### src/rtl/seg_scan_ctrl.sv
// Multiplexed 8-digit seven-segment scanner with a tear-free image load handshake.
// Optional feature: define SEG_LZ_BLANK_EN to blank leading zero digits (digit 0 is never blanked).
module seg_scan_ctrl #(
  parameter int DWELL = 100000,
  parameter int GUARD = 1000
) (
  input  logic        clk,
  input  logic        reset,
  input  logic        en,
  input  logic        load_valid,
  output logic        load_ready,
  input  logic [31:0] load_hex,
  input  logic [7:0]  load_dp,
  input  logic [7:0]  load_mask,
  output logic [7:0]  AN,
  output logic [7:0]  CX,
  output logic        frame_done
);

  localparam int DW = (DWELL > 1) ? $clog2(DWELL) : 1;
  localparam int GW = (GUARD > 1) ? $clog2(GUARD) : 1;
  localparam int CW = (DW > GW) ? DW : GW;
  localparam logic [CW-1:0] DWELL_LAST = CW'(DWELL - 1);
  localparam logic [CW-1:0] GUARD_LAST = CW'(GUARD - 1);
  localparam logic [CW-1:0] GUARD_PEN  = (GUARD > 1) ? CW'(GUARD - 2) : '0;

  typedef enum logic [1:0] {
    ST_OFF   = 2'd0,
    ST_SCAN  = 2'd1,
    ST_GUARD = 2'd2
  } state_t;

  state_t         state;
  logic [2:0]     d;
  logic [CW-1:0]  cnt;
  logic [31:0]    disp_hex, pend_hex, img_hex;
  logic [7:0]     disp_dp, pend_dp, img_dp;
  logic [7:0]     disp_mask, pend_mask, img_mask, eff_mask;
  logic           pend_valid;
  logic           commit;
  logic [2:0]     nd;
  logic [7:0]     an_next, cx_next;

  function automatic logic [6:0] seg(input logic [3:0] v);
    case (v)
      4'h0: seg = 7'b0000001;
      4'h1: seg = 7'b1001111;
      4'h2: seg = 7'b0010010;
      4'h3: seg = 7'b0000110;
      4'h4: seg = 7'b1001100;
      4'h5: seg = 7'b0100100;
      4'h6: seg = 7'b0100000;
      4'h7: seg = 7'b0001111;
      4'h8: seg = 7'b0000000;
      4'h9: seg = 7'b0000100;
      4'hA: seg = 7'b0001000;
      4'hB: seg = 7'b1100000;
      4'hC: seg = 7'b0110001;
      4'hD: seg = 7'b1000010;
      4'hE: seg = 7'b0110000;
      4'hF: seg = 7'b0111000;
      default: seg = 7'b1111111;
    endcase
  endfunction

`ifdef SEG_LZ_BLANK_EN
  // A digit is blanked while it and every digit above it show a bare zero.
  function automatic logic [7:0] lz_mask(input logic [31:0] hex, input logic [7:0] dp,
                                         input logic [7:0] mask);
    logic       z;
    logic [7:0] m;
    m = mask;
    z = 1'b1;
    for (int i = 7; i >= 1; i--) begin
      z    = z & (hex[4*i +: 4] == 4'h0) & ~dp[i];
      m[i] = m[i] & ~z;
    end
    return m;
  endfunction
`endif

  // Image selection: a commit edge already shows the pending image on the next digit.
  always_comb begin
    commit   = pend_valid && (frame_done || (state == ST_OFF));
    img_hex  = commit ? pend_hex  : disp_hex;
    img_dp   = commit ? pend_dp   : disp_dp;
    img_mask = commit ? pend_mask : disp_mask;
`ifdef SEG_LZ_BLANK_EN
    eff_mask = lz_mask(img_hex, img_dp, img_mask);
`else
    eff_mask = img_mask;
`endif
    nd       = (state == ST_GUARD) ? (d + 3'd1) : 3'd0;
    an_next  = eff_mask[nd] ? ~(8'h01 << nd) : 8'hFF;
    cx_next  = {seg(img_hex[{nd, 2'b00} +: 4]), ~img_dp[nd]};
  end

  // Scan FSM with registered anode/segment/frame outputs.
  always_ff @(posedge clk) begin
    if (reset || !en) begin
      state      <= ST_OFF;
      d          <= 3'd0;
      cnt        <= '0;
      AN         <= 8'hFF;
      CX         <= 8'hFF;
      frame_done <= 1'b0;
    end else begin
      case (state)
        ST_OFF: begin
          state      <= ST_SCAN;
          d          <= 3'd0;
          cnt        <= '0;
          AN         <= an_next;
          CX         <= cx_next;
          frame_done <= 1'b0;
        end
        ST_SCAN: begin
          if (cnt == DWELL_LAST) begin
            state      <= ST_GUARD;
            cnt        <= '0;
            AN         <= 8'hFF;
            CX         <= 8'hFF;
            frame_done <= (d == 3'd7) && (GUARD == 1);
          end else begin
            cnt        <= cnt + 1'b1;
            frame_done <= 1'b0;
          end
        end
        ST_GUARD: begin
          if (cnt == GUARD_LAST) begin
            state      <= ST_SCAN;
            d          <= nd;
            cnt        <= '0;
            AN         <= an_next;
            CX         <= cx_next;
            frame_done <= 1'b0;
          end else begin
            cnt        <= cnt + 1'b1;
            frame_done <= (d == 3'd7) && (cnt == GUARD_PEN);
          end
        end
        default: begin
          state      <= ST_OFF;
          d          <= 3'd0;
          cnt        <= '0;
          AN         <= 8'hFF;
          CX         <= 8'hFF;
          frame_done <= 1'b0;
        end
      endcase
    end
  end

  // Load handshake: one pending slot, released only by a commit.
  always_ff @(posedge clk) begin
    if (reset) begin
      disp_hex   <= 32'h0;
      disp_dp    <= 8'h00;
      disp_mask  <= 8'h00;
      pend_hex   <= 32'h0;
      pend_dp    <= 8'h00;
      pend_mask  <= 8'h00;
      pend_valid <= 1'b0;
      load_ready <= 1'b1;
    end else if (commit) begin
      disp_hex   <= pend_hex;
      disp_dp    <= pend_dp;
      disp_mask  <= pend_mask;
      pend_valid <= 1'b0;
      load_ready <= 1'b1;
    end else if (load_valid && load_ready) begin
      pend_hex   <= load_hex;
      pend_dp    <= load_dp;
      pend_mask  <= load_mask;
      pend_valid <= 1'b1;
      load_ready <= 1'b0;
    end else begin
      pend_valid <= pend_valid;
      load_ready <= load_ready;
    end
  end

endmodule
### config.mk
export PLATFORM = sky130hd
export DESIGN_NAME = seg_scan_ctrl
export DESIGN_NICKNAME = d
export VERILOG_FILES = /design/src/rtl/seg_scan_ctrl.sv
export SDC_FILE = /design/constraint.sdc
export NUM_CORES = 1
export LEC_CHECK = 0
export CAP_MARGIN = 20
export CORE_ASPECT_RATIO = 1.1
export CORE_MARGIN = 1
export CORE_UTILIZATION = 50
export DETAILED_ROUTE_END_ITERATION = 7
export PLACE_DENSITY = 0.82
export SYNTH_ARGS = -nofsm -noshare
export SYNTH_HDL_FRONTEND = slang
export SYNTH_SLANG_ARGS = --single-unit
### constraint.sdc
create_clock -name clk -period 3 [get_ports clk]
set_input_delay 0.6 -clock clk [delete_from_list [all_inputs] [get_ports clk]]
set_output_delay 0.6 -clock clk [all_outputs]
set_load 0.03 [all_outputs]
==> out/metrics.yaml <==
setup_slack_ns: 0.0563
pwr-share-comb_pct: 9.1
grt.met3_usage_pct: 5.56
synth.avg_cell_area_um2: 8.72
drive_above_1_share_pct: 9.48
drt-vias-per-instance: 5.61
start_util_pct: 52.4
worstMarginPinSlew_ns: 0.965
arrival_ns: 3.28
cts.sinks: 137
crit_fanout: 16
clk_pin_slew_ns: 0.06
critPathLaunch: "state[1]"
relSlewSlack_pct: 35.7
finalHoldViolCount: 0
vias: 5026
drt_wl_total_mm: 14.2
cts_tree: "done"
drc: 0
pwr-share-seq_pct: 42.4
p_switching_uw: 1040
ys.flop_type: "dfxtp_1"
crit_family: "compound AO/OA/AOI/OAI gates"
top_usage_layer: "met2"
internal_power_uw: 3530
powerDensity_mw_per_mm2: 622
rows: 40
finalNetCount: 802
htree_levels: 4
syn_inst: 667
use_met2_pct: 41.9
cpMaxStageDelayCell: "or3_1"
crit_required_ns: 3.33
report.power.total_uw: 4560
grt_overflow: 0
setup_tns_ns: 0
drtPass1Iterations: 7
setup_viol: 0
die_w_um: 105
rrSetupSlack_ns: 0.06
min-delay-start: "pend_mask[1]"
synth-seq-cells: 137
synth.distinct_cells: 57
path_class: "reg2reg"
drv_cap: 0
num_io_pins: 70
ctsRootBufferMaster: "clkbuf_16"
crit_buf_inv: 3
cp_cell_sequence: "inv_1 -> ha_1 -> o21ai_4 -> buf_4 -> clkbuf_16 -> mux2i_1 -> o22ai_1 -> or3_1 -> and2_4 -> o311a_1 -> o221ai_1"
clock_latency_ns: 0.42
num_antenna_cells: 0
syn_nets: 732
globalRouteMet1Util_pct: 27.1
synth-edff-count: 0
syn_area_mm2: 0.00582
dieArea_mm2: 0.0121
endpoint_kind: "flop"
drv_slew: 0
clk_path_buf_depth: 2
grt_use_total_pct: 23.5
routabilityCongestion: 0.857
max_stage_delay_ns: 0.38
antenna_found_initial: 0
fmax_mhz: 340
grt_max_degree: 99
synth-async-reset-ratio_pct: 0
syn_to_final_growth_pct: 26.2
port_buffers: 69
critPathLaunchType: "flop"
dp_cells: 862
switching_share_pct: 22.7
grt_pass1_vias: 5002
power.leakage_uw: 0.00289
dp_hpwl_mm: 9.43
outcome: "finished, final reports clean"
r2r-start: "state[1]"
grt_pass1_wl_mm: 22.7
drt_iter0_markers: 333
hold_path_class: "reg2reg"
pre_cts_slack_ns: 0.0489
layout.cells.non_filler: 896
skew_ns: 0.00552
core_mm2: 0.0111
peakVddDrop_uv: 384
p_clk_share_pct: 48.5
period_minus_slack_ns: 2.94
detail-route-antenna-nets: 0
numCtsBuffers: 17
avgRoutedWirePerCell_um: 15.9
ys_warn_count: 0
timing.final.crit_share_pct: 98.1
synth-seq-area-share_pct: 47.1
die_y_um: 115
[per-layer routing]
metal / part of all wire (%) / vias to the layer above
li1: - / 2434
met1: 42 / 2362
met2: 49 / 180
met3: 5.7 / 50
met4: 3.1 / 0
met5: 0 / -
[area by class of cell]
cell class | count | area (µm²)
Clock buffer | 20 | 467
Clock inverter | 11 | 170
Fill cell | 861 | 3770
Inverter | 12 | 45.0
Multi-Input combinational cell | 484 | 2890
Sequential cell | 137 | 2740
Tap cell | 147 | 184
Timing Repair Buffer | 85 | 840
[layout by cell type, fill, tap and decap left out, drive strengths merged, types with 2 or more instances in the layout]
master / count
xor2: 9
o21a: 4
o22a: 2
a22oi: 6
a211oi: 3
and2: 5
nand4: 6
or3: 3
nand3b: 2
mux2i: 47
and3: 7
dfxtp: 137
o22ai: 14
o21ai: 10
o31ai: 2
nor2: 95
bufinv: 4
a21o: 2
o221ai: 2
inv: 12
buf: 16
clkbuf: 21
a21oi: 62
clkdlybuf4s50: 68
nor2b: 3
nand2b: 2
ha: 13
a31oi: 7
clkinv: 4
nor3: 8
o32ai: 5
or4: 3
clkinvlp: 3
nand2: 120
xnor2: 7
nor4: 2
nand3: 20
a211o: 2
[path summary, 6_finish.rpt]
kind | endpoint | cells after the start
max | CX[2] | 11
min reg2reg | pend_mask[1] | 2
min | pend_mask[1] | 2
max reg2reg | CX[2] | 11
[worst reg2reg max path: cells and delay by family (launching register included)]
kind	cells	cell delay, ns
AO/OA/AOI/OAI	4	0.86
adder cells (fa/ha/maj)	1	0.24
buffers and inverters	3	0.45
flip-flops	1	0.36
multiplexers	1	0.36
AND/OR/NAND/NOR	2	0.59
[flip-flops by register name (all words and copies together) (netlist names)]
name,flops
state,2
disp_hex,32
pend_mask,8
disp_dp,8
AN,8
cnt,17
frame_done,1
pend_valid,1
disp_mask,8
d,3
pend_dp,8
CX,8
load_ready,1
pend_hex,32
[metrics by stage]
| stage | util (%) | instance area, µm² | hold WS, ns |
|---|---|---|---|
| 3_3_place_gp | 59.5 | 6610 | 0.441 |
| 2_1_floorplan | - | 5820 | 0.430 |
| 4_1_cts | 65.3 | 7250 | 0.457 |
| 6_report | 66.1 | 7340 | 0.452 |
| 3_5_place_dp | 59.5 | 6610 | 0.449 |
| 5_1_grt | 66.1 | 7340 | 0.481 |
[power groups by stage]
stage	combinational, µW	sequential (µW)	clock [µW]
after floorplan	256	1970	0
after global routing	451	1940	2310
after CTS	397	1930	2230
after detailed placement	392	1970	0
final	415	1930	2220
after global placement	381	1970	0
[repair_timing]
| item | 4_1_cts | 5_1_grt |
|---|---|---|
| pin swaps | 0 | 1 |
| endpoints found under the setup margin | 1 | 7 |
| hold buffers | 0 | 0 |
| setup buffers | 0 | 2 |
| gates cloned | 0 | 1 |
| gates resized for setup | 2 | 9 |
[cells in the mapped netlist, types with 3 or more instances]
library cell / n / area share (%)
inv_1: 11 / 0.71
a22oi_1: 6 / 0.77
nand3_2: 4 / 0.69
ha_1: 13 / 2.8
nand3_1: 16 / 1.4
o32ai_1: 5 / 0.75
nand4_1: 6 / 0.65
o21ai_0: 9 / 0.77
buf_2: 9 / 0.77
nor2b_1: 3 / 0.32
dfxtp_1: 137 / 47
clkbuf_1: 18 / 1.2
o21a_1: 4 / 0.52
buf_6: 4 / 0.77
a211oi_1: 3 / 0.39
and2_1: 3 / 0.32
nor2_1: 94 / 6.1
xor2_1: 9 / 1.4
or3_1: 3 / 0.32
nand2_1: 120 / 7.7
a21oi_1: 62 / 5.3
o22ai_1: 13 / 1.4
and3_1: 7 / 0.75
mux2i_1: 46 / 7.9
a31oi_1: 7 / 0.75
or4_1: 3 / 0.39
xnor2_1: 7 / 1.1
nor3_1: 6 / 0.52
[logic make-up after synthesis]
group,after synthesis,synth area share (%)
AND/OR/NAND/NOR,278,20.8
AO/OA/AOI/OAI,129,14.4
adder cells (fa/ha/maj),13,2.80
flip-flops,137,47.1
buffers and inverters,46,4.09
multiplexers,48,8.34
XOR/XNOR,16,2.41
No activity file was read; power rests on OpenSTA's default activity.
